===== config.mk =====
export PLATFORM = sky130hd
export DESIGN_NAME = lsu_ctrl
export DESIGN_NICKNAME = d
export VERILOG_FILES = /design/src/rtl/lsu_pkg.sv /design/src/rtl/lsu_ld_fmt.sv /design/src/rtl/lsu_ctrl.sv
export SDC_FILE = /design/constraint.sdc
export NUM_CORES = 1
export LEC_CHECK = 0
export CAP_MARGIN = 20
export CORE_UTILIZATION = 48
export CTS_BUF_LIST = sky130_fd_sc_hd__clkbuf_4 sky130_fd_sc_hd__clkbuf_8 sky130_fd_sc_hd__clkbuf_16
export CTS_CLUSTER_DIAMETER = 40
export DETAILED_ROUTE_END_ITERATION = 6
export GPL_ROUTABILITY_DRIVEN = 0
export HOLD_SLACK_MARGIN = 0.12
export MAX_ROUTING_LAYER = met4
export PLACE_DENSITY_LB_ADDON = 0.08
export SYNTH_ARGS = -nofsm -noshare
export SYNTH_HDL_FRONTEND = slang
export SYNTH_HIERARCHICAL = 1
export SYNTH_SLANG_ARGS = --single-unit
export TNS_END_PERCENT = 30

===== constraint.sdc =====
create_clock -name clk_i -period 2.6 [get_ports clk_i]
set_clock_uncertainty 0.1 [all_clocks]
set_input_delay 0.26 -clock clk_i [delete_from_list [all_inputs] [get_ports clk_i]]
set_output_delay 0.26 -clock clk_i [all_outputs]
set_load 0.01 [all_outputs]

===== src/rtl/lsu_pkg.sv =====
// Shared definitions for the load/store unit:
// funct3 codes, FSM states and the sub-word store merge.
package lsu_pkg;

  localparam logic [2:0] F3_B  = 3'b000;
  localparam logic [2:0] F3_H  = 3'b001;
  localparam logic [2:0] F3_W  = 3'b010;
  localparam logic [2:0] F3_BU = 3'b100;
  localparam logic [2:0] F3_HU = 3'b101;

  typedef enum logic [1:0] {
    S_IDLE,
    S_READ,
    S_WRITE,
    S_RESP
  } lsu_state_e;

  function automatic logic [31:0] merge_lanes(
    input logic [31:0] old,
    input logic [31:0] wdata,
    input logic [1:0]  off,
    input logic [2:0]  f3
  );
    logic [31:0] w;
    w = old;
    unique case (f3)
      F3_B:    w[{off, 3'b000} +: 8] = wdata[7:0];
      F3_H:    w[{off[1], 4'b0000} +: 16] = wdata[15:0];
      default: w = wdata;
    endcase
    return w;
  endfunction

endpackage


===== src/rtl/lsu_ld_fmt.sv =====
// Load data formatter: picks the addressed byte/halfword
// out of a memory word and sign- or zero-extends it.
module lsu_ld_fmt
  import lsu_pkg::*;
(
  input  logic [31:0] word,
  input  logic [1:0]  off,
  input  logic [2:0]  funct3,
  output logic [31:0] data
);

  logic [7:0]  byte_v;
  logic [15:0] half_v;

  always_comb begin
    byte_v = word[{off, 3'b000} +: 8];
    half_v = word[{off[1], 4'b0000} +: 16];
    data   = word;
    unique case (1'b1)
      (funct3 == F3_B):  data = {{24{byte_v[7]}}, byte_v};
      (funct3 == F3_H):  data = {{16{half_v[15]}}, half_v};
      (funct3 == F3_BU): data = {24'd0, byte_v};
      (funct3 == F3_HU): data = {16'd0, half_v};
      default:           data = word;
    endcase
  end

endmodule


===== src/rtl/lsu_ctrl.sv =====
// Load/store initiator between execute and a word-only
// data memory; sub-word stores use read-modify-write.
module lsu_ctrl
  import lsu_pkg::*;
#(
  parameter int ADDR_W = 11,
  parameter int DATA_W = 32
) (
  input  logic              clk_i,
  input  logic              rst_i,
  input  logic              req_valid_i,
  output logic              req_ready_o,
  input  logic              req_we_i,
  input  logic [2:0]        req_funct3_i,
  input  logic [31:0]       req_addr_i,
  input  logic [DATA_W-1:0] req_wdata_i,
  output logic              rsp_valid_o,
  input  logic              rsp_ready_i,
  output logic [DATA_W-1:0] rsp_rdata_o,
  output logic              rsp_err_o,
  output logic              dmem_st_en_o,
  output logic [ADDR_W-1:0] dmem_addr_o,
  output logic [DATA_W-1:0] dmem_st_data_o,
  input  logic [DATA_W-1:0] dmem_ld_data_i
);

  lsu_state_e state_q, state_d;

  logic              we_q;
  logic [2:0]        f3_q;
  logic [ADDR_W-1:0] addr_q;
  logic [31:0]       wdata_q;
  logic [31:0]       old_q;
  logic [31:0]       rdata_q;
  logic              err_q;

  logic        accept;
  logic        f3_legal;
  logic        misal;
  logic        oor;
  logic        req_err;
  logic [31:0] ld_val;

  assign accept = req_valid_i && (state_q == S_IDLE);

  always_comb begin
    f3_legal = 1'b0;
    unique case (1'b1)
      (req_funct3_i == F3_B),
      (req_funct3_i == F3_H),
      (req_funct3_i == F3_W):  f3_legal = 1'b1;
      (req_funct3_i == F3_BU),
      (req_funct3_i == F3_HU): f3_legal = !req_we_i;
      default:                 f3_legal = 1'b0;
    endcase
  end

  assign misal =
    ((req_funct3_i[1:0] == 2'b01) && req_addr_i[0]) ||
    ((req_funct3_i[1:0] == 2'b10) &&
     (req_addr_i[1:0] != 2'b00));

  assign oor = (req_addr_i[31:ADDR_W] != '0);

  assign req_err = !f3_legal || misal || oor;

  lsu_ld_fmt u_ld_fmt (
    .word   (dmem_ld_data_i),
    .off    (addr_q[1:0]),
    .funct3 (f3_q),
    .data   (ld_val)
  );

  always_ff @(posedge clk_i) begin
    if (rst_i) state_q <= S_IDLE;
    else       state_q <= state_d;
  end

  always_comb begin
    state_d = state_q;
    unique case (state_q)
      S_IDLE: begin
        if (req_valid_i) begin
          if (req_err)
            state_d = S_RESP;
          else if (req_we_i && req_funct3_i == F3_W)
            state_d = S_WRITE;
          else
            state_d = S_READ;
        end
      end
      S_READ:  state_d = we_q ? S_WRITE : S_RESP;
      S_WRITE: state_d = S_RESP;
      S_RESP:  if (rsp_ready_i) state_d = S_IDLE;
      default: state_d = S_IDLE;
    endcase
  end

  always_ff @(posedge clk_i) begin
    if (rst_i) begin
      we_q    <= 1'b0;
      f3_q    <= '0;
      addr_q  <= '0;
      wdata_q <= '0;
      old_q   <= '0;
      rdata_q <= '0;
      err_q   <= 1'b0;
    end else if (accept) begin
      we_q    <= req_we_i;
      f3_q    <= req_funct3_i;
      addr_q  <= req_addr_i[ADDR_W-1:0];
      wdata_q <= req_wdata_i;
      rdata_q <= '0;
      err_q   <= req_err;
    end else if (state_q == S_READ) begin
      if (we_q) old_q   <= dmem_ld_data_i;
      else      rdata_q <= ld_val;
    end
  end

  assign req_ready_o = (state_q == S_IDLE);
  assign rsp_valid_o = (state_q == S_RESP);
  assign rsp_rdata_o = rsp_valid_o ? rdata_q : '0;
  assign rsp_err_o   = rsp_valid_o && err_q;

  // Reset in the same cycle as WRITE must suppress the store.
  assign dmem_st_en_o = (state_q == S_WRITE) && !rst_i;

  assign dmem_addr_o =
    (state_q == S_READ || state_q == S_WRITE) ?
    {addr_q[ADDR_W-1:2], 2'b00} : '0;

  assign dmem_st_data_o =
    (state_q == S_WRITE) ?
    merge_lanes(old_q, wdata_q, addr_q[1:0], f3_q) : '0;

endmodule


==> results by group <==
Place
  • Place WS: -96.1 ps
  • Port bufs: 180
  • Placed Area: 8160 um2
  • Hpwl dp: 14.1 mm

Logic synthesis
  • Top post-synthesis cells by area: dfxtp_1, nand2_1, a22o_1
  • Synth warn: 6
  • Syn avg cell area: 8.23 um2
  • Unique masters post-synth: 52
  • Flops & latches, synth: 114
  • Synth Instances: 753
  • Post-synth top area share: 36.8%
  • Post-synth top area cell: dfxtp_1
  • Sequential area share after synthesis: 36.8%
  • Post-synthesis cell area: 6190 um2

Final layout
  • Final Cell Area: 8960 um2
  • Layout cell share with drive strength beyond 1: 14.6%
  • Area grow syn2layout: 44.7%
  • NumNets Final: 1042
  • # fillers: 995
  • Final Core Density: 71.0%
  • # diodes: 0

Global routing
  • Total GRT Usage: 30.5%
  • Gr ovfl total: 0
  • Vias in the first global route: 6034
  • Largest net degree at the start of global routing: 53
  • First-pass GRT wire length: 30.2 mm
  • Initial antenna violation count: 0

STA
  • Final setup violation count: 4
  • Setup TNS after final layout: -198 ps
  • Final Hold Vio Count: 0
  • Tcrit/Tclk final: 105%
  • Slew Limit Fails: 0
  • Final Critical Period: 2720 ps
  • Fin worst setup slack: -123 ps
  • RSZ-0062 raised after global routing: true
  • FMAX: 367 MHz

Run status
  • Status: complete, but fails checks
  • Failing checks: setup timing

Routing
  • Via count: 6315
  • Initial DRC count: 545
  • Via density: 5.67
  • Avg WL per Cell: 17.6 um
  • DRC Markers: 0
  • Final wirelength: 19.6 mm
  • First-pass DRT Iterations: 7
  • Remaining antenna violation count: 0

Worst setup path
  • Critical Path RT: 2240 ps
  • R2r endpoint: rdata_q[12]
  • Startpoint Class: flip-flop
  • Crit path capture type: output pin
  • R2R Setup Slk: 570 ps
  • CP Cell Sequence: inv_2 -> ha_4 -> buf_4 -> nor2_1 -> a211o_4 -> a22oi_2 -> nor2b_1 -> clkdlybuf4s50_1
  • Bufs and invs on worst path: 3
  • CP top delay family: buffers and inverters
  • CP arrival: 2360 ps
  • FF-to-FF Start: addr_q[1]
  • CP max stage delay: 470 ps
  • Slowest CP cell: clkdlybuf4s50_1
  • CP Depth: 8
  • Depth of the most critical reg-to-reg path: 6
  • Crit-path max FO: 6
  • Crit path from: addr_q[1]
  • Kind of critical path: reg2out

Clock tree
  • Num CTS Buffers: 17
  • Worst skew pair latency: 410 ps
  • Sink Count: 114
  • Root Buffer: clkbuf_16
  • Clock Path Buffers: 2
  • CTS Hold Buffers Added: 0
  • Clk slew on worst S/H paths: 50 ps
  • H-tree Lvls: 4
  • CTS tree: done

Power and ir drop
  • NetSw: 2530 uW
  • Leakage power: 0.00336 uW
  • Pwr dens: 846 nW/um2
  • Reg power frac: 29.6%
  • Clock network fraction of design power: 34.6%
  • Maximum VDD drop: 0.500 mV
  • Internal power: 5050 uW
  • Gate power share: 35.8%
  • Sw frac: 33.3%

Floorplanning
  • Cell Rows: 41
  • Core Region: 12600 um2
  • Die area: 13400 um2
  • DIE HEIGHT: 116 um
  • I/O pins: 183
  • Initial Utilization: 49.1%
  • Chip width: 116 um

Hold path
  • Hold crit path type: in2reg
  • Worst Hold End: wdata_q[23]
  • Hold_sp: req_wdata_i[23]
  • Hold depth: 2

Flow run
  • Max Cap Viol: 0
Yosys cell counts (all sizes together):
cell / n
and3b: 8
a222oi: 8
o22a: 7
nand3: 10
a211o: 9
conb: 1
buf: 30
a21oi: 77
nand2b: 6
a211oi: 2
a21boi: 9
ha: 9
nor3: 7
a22oi: 8
nor4: 5
mux4: 1
o22ai: 1
mux2i: 22
nand4bb: 2
mux2: 1
o31ai: 1
or2: 1
nor2: 14
and4bb: 1
or3: 2
nand3b: 7
clkbuf: 32
inv: 9
nor2b: 52
and2: 42
dfxtp: 114
a31oi: 3
and3: 2
o21ai: 36
a22o: 44
a221oi: 17
nand2: 152
nand4: 1
cell usage in the layout (no fill, tap or decap), types with 10 or more instances in the layout:
cell type,instances
a21oi_1,75
a221oi_1,14
a22o_1,44
and2_1,42
buf_4,29
clkbuf_16,17
clkdlybuf4s50_1,149
dfxtp_1,112
mux2i_1,22
nand2_1,151
nand3_1,10
nor2_1,12
nor2b_1,49
o21ai_0,22
o21ai_2,13
area by class of cell:
class,instances,area [um2],share of cell area [%]
Clock buffer,22,488,5.45
Tap cell,172,215,2.40
Clock inverter,9,176,1.97
Inverter,9,33.8,0.377
Timing Repair Buffer,218,2080,23.2
Sequential cell,114,2290,25.5
Multi-Input combinational cell,569,3680,41.0
per-layer routing:
metal	up-vias	global-route usage, %	wire, um
met5	-	-	0
met3	42	6.54	1410
met1	2981	36.0	8240
met4	0	13.2	592
li1	3005	-	-
met2	287	50.1	9380
how the worst max path moves through the flow:
stage / to
final: dmem_st_data_o[2]
after floorplan: dmem_st_data_o[30]
after global placement: dmem_st_data_o[16]
after detailed placement: dmem_st_data_o[20]
after global routing: dmem_st_data_o[2]
after CTS: dmem_st_data_o[2]
logic make-up after synthesis:
logic type,Yosys count,synth area share (%)
and+or+nand+nor,312,25.7
AOI/OAI and AO/OA,222,25.6
buffers and inverters,71,5.84
DFF,114,36.8
adders and majority gates,9,1.82
muxes,24,4.16
other,1,0.0605
power groups by stage:
stage	logic [uW]	clock network [uW]	registers, uW
floorplan	1760	0	2190
global placement	2510	0	2250
detailed placement	2570	0	2260
CTS	2630	2630	2230
global route	2940	2710	2270
finish	2710	2620	2240
state kept, by name, indices dropped and copies added (netlist names):
signal / flops
old_q: 32
rdata_q: 32
wdata_q: 32
addr_q: 11
f3_q: 3
state_q: 2
err_q: 1
we_q: 1
stage by stage:
stage               cells  power [uW]  hold slack [ps]
global route         1113        7920              333
floorplan             754        3950              269
CTS                  1112        7490              324
global placement     1074        4750              334
detailed placement   1074        4830              343
finish               1113        7580              333
timing repair:
item,CTS,global route
setup buffers,7,1
endpoints found under the setup margin,32,31
resized for setup,81,32
pin swaps,10,3
Note: power is estimated with default switching activity, not from simulation.
